<file path="src/rtl/ds1302_burst_reader.sv">
// ds1302_burst_reader: periodic DS1302 clock-burst read with masked BCD snapshot registers
module ds1302_burst_reader #(
   parameter int CLK_HZ  = 100_000_000,
   parameter int SCLK_HZ = 500_000,
   parameter int POLL_HZ = 10
) (
   input  logic       clk,
   input  logic       rst,
   output logic       ce,
   output logic       sclk,
   output logic       io_out,
   output logic       io_oe,
   input  logic       io_in,
   output logic [7:0] secData,
   output logic [7:0] minData,
   output logic [7:0] hrsData,
   output logic [7:0] dateData,
   output logic [7:0] monData,
   output logic [7:0] dayData,
   output logic [7:0] yrData,
   output logic       rtcValid
);
   localparam int HALF   = CLK_HZ / (2 * SCLK_HZ);
   localparam int PERIOD = CLK_HZ / POLL_HZ;
   localparam int HW     = (HALF > 1) ? $clog2(HALF) : 1;
   localparam int PW     = (PERIOD > 1) ? $clog2(PERIOD) : 1;
   localparam logic [HW-1:0] HLAST    = HW'(HALF - 1);
   localparam logic [PW-1:0] PLAST    = PW'(PERIOD - 1);
   localparam logic [7:0]    CMD_BYTE = 8'hBF;

   typedef enum logic [2:0] {IDLE, SETUP, CMD, READ, HOLD, RECOVER} state_t;

   state_t        state_q, state_d;
   logic [PW-1:0] pcnt_q, pcnt_d;
   logic [HW-1:0] hcnt_q, hcnt_d;
   logic [6:0]    hidx_q, hidx_d, hlast;
   logic [63:0]   sr_q, sr_d;
   logic          tick, half_end, phase_end, load;
   logic          ce_q, ce_d, sclk_q, sclk_d, io_out_q, io_out_d, io_oe_q, io_oe_d, valid_q, valid_d;
   logic [7:0]    sec_q, sec_d, min_q, min_d, hrs_q, hrs_d, date_q, date_d;
   logic [7:0]    mon_q, mon_d, day_q, day_d, yr_q, yr_d;

   // Poll timer, phase sequencing by half-periods, bit capture and next values of all outputs
   always_comb begin
      tick      = pcnt_q == PLAST;
      pcnt_d    = tick ? '0 : pcnt_q + PW'(1);
      half_end  = hcnt_q == HLAST;
      hlast     = state_q == CMD ? 7'd15 : state_q == READ ? 7'd127 : state_q == HOLD ? 7'd1 : 7'd3;
      phase_end = state_q != IDLE && half_end && hidx_q == hlast;
      state_d   = state_q;
      hcnt_d    = half_end ? '0 : hcnt_q + HW'(1);
      hidx_d    = half_end ? hidx_q + 7'd1 : hidx_q;
      if (state_q == IDLE) begin
         hcnt_d  = '0;
         hidx_d  = '0;
         state_d = tick ? SETUP : IDLE;
      end else if (phase_end) begin
         hidx_d  = '0;
         state_d = state_q == RECOVER ? IDLE : state_t'(state_q + 3'd1);
      end
      sr_d     = (state_q == READ && !hidx_q[0] && half_end) ? {io_in, sr_q[63:1]} : sr_q;
      load     = state_q == HOLD && phase_end;
      valid_d  = load;
      ce_d     = state_d inside {SETUP, CMD, READ, HOLD};
      sclk_d   = (state_d == CMD || state_d == READ) && hidx_d[0];
      io_oe_d  = state_d == CMD;
      io_out_d = state_d == CMD && CMD_BYTE[hidx_d[3:1]];
      sec_d    = load ? {1'b0, sr_q[6:0]}   : sec_q;
      min_d    = load ? {1'b0, sr_q[14:8]}  : min_q;
      hrs_d    = load ? {2'b0, sr_q[21:16]} : hrs_q;
      date_d   = load ? {2'b0, sr_q[29:24]} : date_q;
      mon_d    = load ? {3'b0, sr_q[36:32]} : mon_q;
      day_d    = load ? {5'b0, sr_q[42:40]} : day_q;
      yr_d     = load ? sr_q[55:48]         : yr_q;
   end

   // All state and outputs registered; reset drops the bus lines immediately
   always_ff @(posedge clk or posedge rst) begin
      if (rst) begin
         state_q  <= IDLE;
         pcnt_q   <= '0;
         hcnt_q   <= '0;
         hidx_q   <= '0;
         sr_q     <= '0;
         ce_q     <= 1'b0;
         sclk_q   <= 1'b0;
         io_out_q <= 1'b0;
         io_oe_q  <= 1'b0;
         valid_q  <= 1'b0;
         sec_q    <= '0;
         min_q    <= '0;
         hrs_q    <= '0;
         date_q   <= '0;
         mon_q    <= '0;
         day_q    <= '0;
         yr_q     <= '0;
      end else begin
         state_q  <= state_d;
         pcnt_q   <= pcnt_d;
         hcnt_q   <= hcnt_d;
         hidx_q   <= hidx_d;
         sr_q     <= sr_d;
         ce_q     <= ce_d;
         sclk_q   <= sclk_d;
         io_out_q <= io_out_d;
         io_oe_q  <= io_oe_d;
         valid_q  <= valid_d;
         sec_q    <= sec_d;
         min_q    <= min_d;
         hrs_q    <= hrs_d;
         date_q   <= date_d;
         mon_q    <= mon_d;
         day_q    <= day_d;
         yr_q     <= yr_d;
      end
   end

   assign ce       = ce_q;
   assign sclk     = sclk_q;
   assign io_out   = io_out_q;
   assign io_oe    = io_oe_q;
   assign rtcValid = valid_q;
   assign secData  = sec_q;
   assign minData  = min_q;
   assign hrsData  = hrs_q;
   assign dateData = date_q;
   assign monData  = mon_q;
   assign dayData  = day_q;
   assign yrData   = yr_q;
endmodule
</file>
<file path="config.mk">
export PLATFORM = sky130hd
export DESIGN_NAME = ds1302_burst_reader
export DESIGN_NICKNAME = d
export VERILOG_FILES = /design/src/rtl/ds1302_burst_reader.sv
export SDC_FILE = /design/constraint.sdc
export NUM_CORES = 1
export LEC_CHECK = 0
export BUFFER_PORTS_ARGS = -buffer_cell sky130_fd_sc_hd__buf_2
export CORE_MARGIN = 2
export CORE_UTILIZATION = 61
export CTS_BUF_LIST = sky130_fd_sc_hd__clkbuf_4
export DETAILED_ROUTE_END_ITERATION = 8
export HOLD_SLACK_MARGIN = 0.05
export PLACE_DENSITY = 0.82
export SETUP_SLACK_MARGIN = 0.1
export SLEW_MARGIN = 10
export SYNTH_ARGS = -nofsm -noshare
export SYNTH_HDL_FRONTEND = slang
export SYNTH_SLANG_ARGS = --single-unit
</file>
<file path="constraint.sdc">
create_clock -name clk -period 7 [get_ports clk]
set_input_delay 2.1 -clock clk [delete_from_list [all_inputs] [get_ports clk]]
set_output_delay 2.1 -clock clk [all_outputs]
set_load 0.01 [all_outputs]
</file>
==> results.yml <==
outcome:
  status: "completed"
placement:
  hpwl_um: 6880
  dp.cells: 653
  dpl_worst_slack_ns: 3.42
  place.gp.congestion: 0.803
  io_buffers: 49
synthesis:
  ys_types: 39
  synth.avg_cell_area_sq_um: 13.5
  ys_seq_area_share_pct: 58.2
  postSynthCellCount: 484
  synth-seq-cells: 152
  yosys_warnings: 0
  netlist_area_sq_mm: 0.00653
power:
  switching_share_pct: 22.0
  total_power_mw: 1.44
  power.density_mw_per_mm2: 202
  switchingPower_mw: 0.316
  p_int_mw: 1.12
  ir_worst_vdd_mv: 0.113
  clkPwrFrac_pct: 37.4
  power_frac_comb_pct: 1.4
  power_frac_seq_pct: 61.1
  power_leakage_nw: 3.76
die:
  start_util_pct: 63.0
  die-area_sq_mm: 0.0116
  fp.dieW_um: 107
  core_sq_mm: 0.0104
  rows: 37
  pin_count: 64
  die_h_um: 107
worst_setup_path:
  cpPeakStageDelay_ns: 0.65
  critPathSlowestCell: "nand3_4"
  ff2ff_setup_slack_ns: 3.77
  cp-start-kind: "register"
  critPathBufInv: 1
  cp-end-kind: "register"
  ff2ff_path_depth: 7
  critPathKind: "reg -> reg"
  worstPathCellList: "inv_1 -> nor2_1 -> ha_1 -> or4_1 -> a2bb2oi_4 -> nand3_4 -> mux2_4"
  critPathTopFamily: "simple AND/OR/NAND/NOR gates"
  worstPathMaxFanout: 42
  r2r_start: "state_q[1]"
  critPathRequiredTime_ns: 7.42
  critPathArrivalTime_ns: 3.65
  worstReg2RegEnd: "dateData[3]"
flow_run:
  drv_cap: 0
min_path:
  hp-class: "reg -> reg"
  min_from: "hcnt_q[0]"
  min_to: "hcnt_q[0]"
  hold_path_depth: 1
cells_and_area:
  final_common_cell: "dfrtp_1"
  final_cells: 684
  areaGrowthSynthToFinish_pct: 8.77
  drive_above_1_share_pct: 35.0
  n_antenna_cell: 0
  layout_common_cells: "dfrtp_1, mux2_2, buf_2"
  nNetsFinal: 543
drt:
  drtAntennaViolNets: 0
  vias: 3798
  drt_first_pass_iters: 5
  avgViaCountPerCell: 5.55
  avgRoutedWirePerCell_um: 15.3
  drc: 0
  drtIter0Drc: 196
  wl_um: 10400
timing:
  hold_slack_ns: 0.481
  tightest_slew_ns: 0.868
  max_freq_ghz: 0.310
  slew_viol_final: 0
  clock-skew-final_ns: 0.0155
  period_needed_ns: 3.23
  period_share_pct: 46.1
  timing.final.setup_violations: 0
  hold_viol_final: 0
  slew_headroom_pct: 42.2
  final.setup.tns_ns: 0
  rsz0062_at_grt: "no"
  setup_ws_ns: 3.77
cts:
  root_buffer: "clkbuf_4"
  cts.htree.levels: 4
  cts.path.max_buffers: 2
  clkTransAtPathRegs_ns: 0.12
  post_cts_buffers: 0
  post_cts_resized: 0
  cts_hold_buf: 0
  clock_latency_ns: 0.53
  cts_made_buffers: 17
  cts_tree: "yes"
  cts_sinks: 152
global_routing:
  grt_antenna_before_repair: 0
  grt_max_degree: 99
  grt_pass1_vias: 3814
  grt_overflow: 0
  track_usage_pct: 20.1
  grt_pass1_wl_um: 18300
==> registers in the layout (all words and copies together), names as in the netlist <==
name / cells
monData: 5
dayData: 3
dateData: 6
minData: 7
secData: 7
state_q: 3
sr_q: 64
pcnt_q: 24
io_oe: 1
sclk: 1
rtcValid: 1
yrData: 8
hidx_q: 7
ce: 1
io_out: 1
hcnt_q: 7
hrsData: 6
==> cell type report <==
| class | count | area (sq um) |
|---|---|---|
| Tap cell | 136 | 170 |
| Fill cell | 714 | 3260 |
| Clock inverter | 14 | 158 |
| Multi-Input combinational cell | 304 | 2540 |
| Inverter | 8 | 35.0 |
| Clock buffer | 17 | 128 |
| Timing Repair Buffer | 53 | 275 |
| Sequential cell | 152 | 3800 |
==> how the worst max path moves through the flow <==
stage / from / end / cells past startpoint
final: state_q[1] / dateData[3] / 7
after global routing: state_q[0] / dateData[3] / 7
after CTS: dayData[2] / dayData[2] / 1
after detailed placement: rst / sr_q[56] / 3
after global placement: rst / monData[3] / 3
after floorplan: rst / ce / 1
==> logic make-up after synthesis <==
family                   synth area share (%)
buffers and inverters                    3.70
XOR/XNOR                                 3.89
adder cells (fa/ha/maj)                 0.766
multiplexers                             20.6
AND/OR/NAND/NOR                          9.77
flip-flops                               58.2
other                                  0.0574
AO/OA/AOI/OAI                            3.04
==> synth_stat cells <==
| master | n | area [sq um] |
|---|---|---|
| o211ai_1 | 2 | 15.0 |
| nand3_1 | 29 | 145 |
| xnor2_1 | 18 | 158 |
| nand4b_1 | 1 | 8.76 |
| o22ai_1 | 1 | 6.26 |
| mux2_4 | 40 | 601 |
| or3_1 | 1 | 6.26 |
| a2bb2oi_4 | 1 | 26.3 |
| nand4_1 | 4 | 25.0 |
| a2111oi_4 | 1 | 27.5 |
| buf_6 | 4 | 45.0 |
| and4_1 | 3 | 26.3 |
| ha_1 | 4 | 50.1 |
| inv_1 | 8 | 30.0 |
| o21ai_0 | 11 | 55.1 |
| nand2_1 | 21 | 78.8 |
| xor2_1 | 11 | 96.3 |
| o221ai_1 | 1 | 8.76 |
| nand3_4 | 1 | 17.5 |
| a31oi_1 | 4 | 25.0 |
| and3_1 | 9 | 56.3 |
| a21oi_1 | 7 | 35.0 |
| dfrtp_1 | 152 | 3800 |
| or3b_4 | 1 | 11.3 |
| nor3_1 | 10 | 50.1 |
| conb_1 | 1 | 3.75 |
| clkbuf_1 | 11 | 41.3 |
| nor4_1 | 4 | 25.0 |
| or4b_2 | 1 | 10.0 |
| nor2b_1 | 2 | 12.5 |
| mux2_2 | 66 | 743 |
| and4b_1 | 1 | 10.0 |
| nor3b_1 | 3 | 22.5 |
| buf_4 | 14 | 105 |
| buf_2 | 4 | 20.0 |
| nor2_1 | 28 | 105 |
| nand3b_1 | 1 | 7.51 |
| and2_1 | 2 | 12.5 |
| or4_1 | 1 | 7.51 |
==> metrics by stage <==
step	utilization [%]	instance area (sq um)
2_1_floorplan	-	6580
3_3_place_gp	65.8	6820
3_5_place_dp	65.8	6820
4_1_cts	68.5	7110
5_1_grt	68.5	7110
6_report	68.5	7110
==> per-layer routing <==
layer / vias to the layer above / share of wire (%) / global-route usage (%)
met5: - / 0 / 0
met4: 0 / 1.4 / 6.59
li1: 1778 / - / -
met1: 1932 / 46 / 27.0
met3: 18 / 3.8 / 6.36
met2: 70 / 48 / 31.4
==> power groups by stage <==
stage                     Combinational [mW]  Sequential (mW)  Clock [mW]
after CTS                             0.0221            0.878       0.555
final                                 0.0208            0.878       0.538
after global routing                  0.0249            0.879       0.588
after global placement                0.0214            0.895           0
after floorplan                       0.0220            0.895           0
after detailed placement              0.0221            0.895           0
Power figures use the tool's default switching activity.
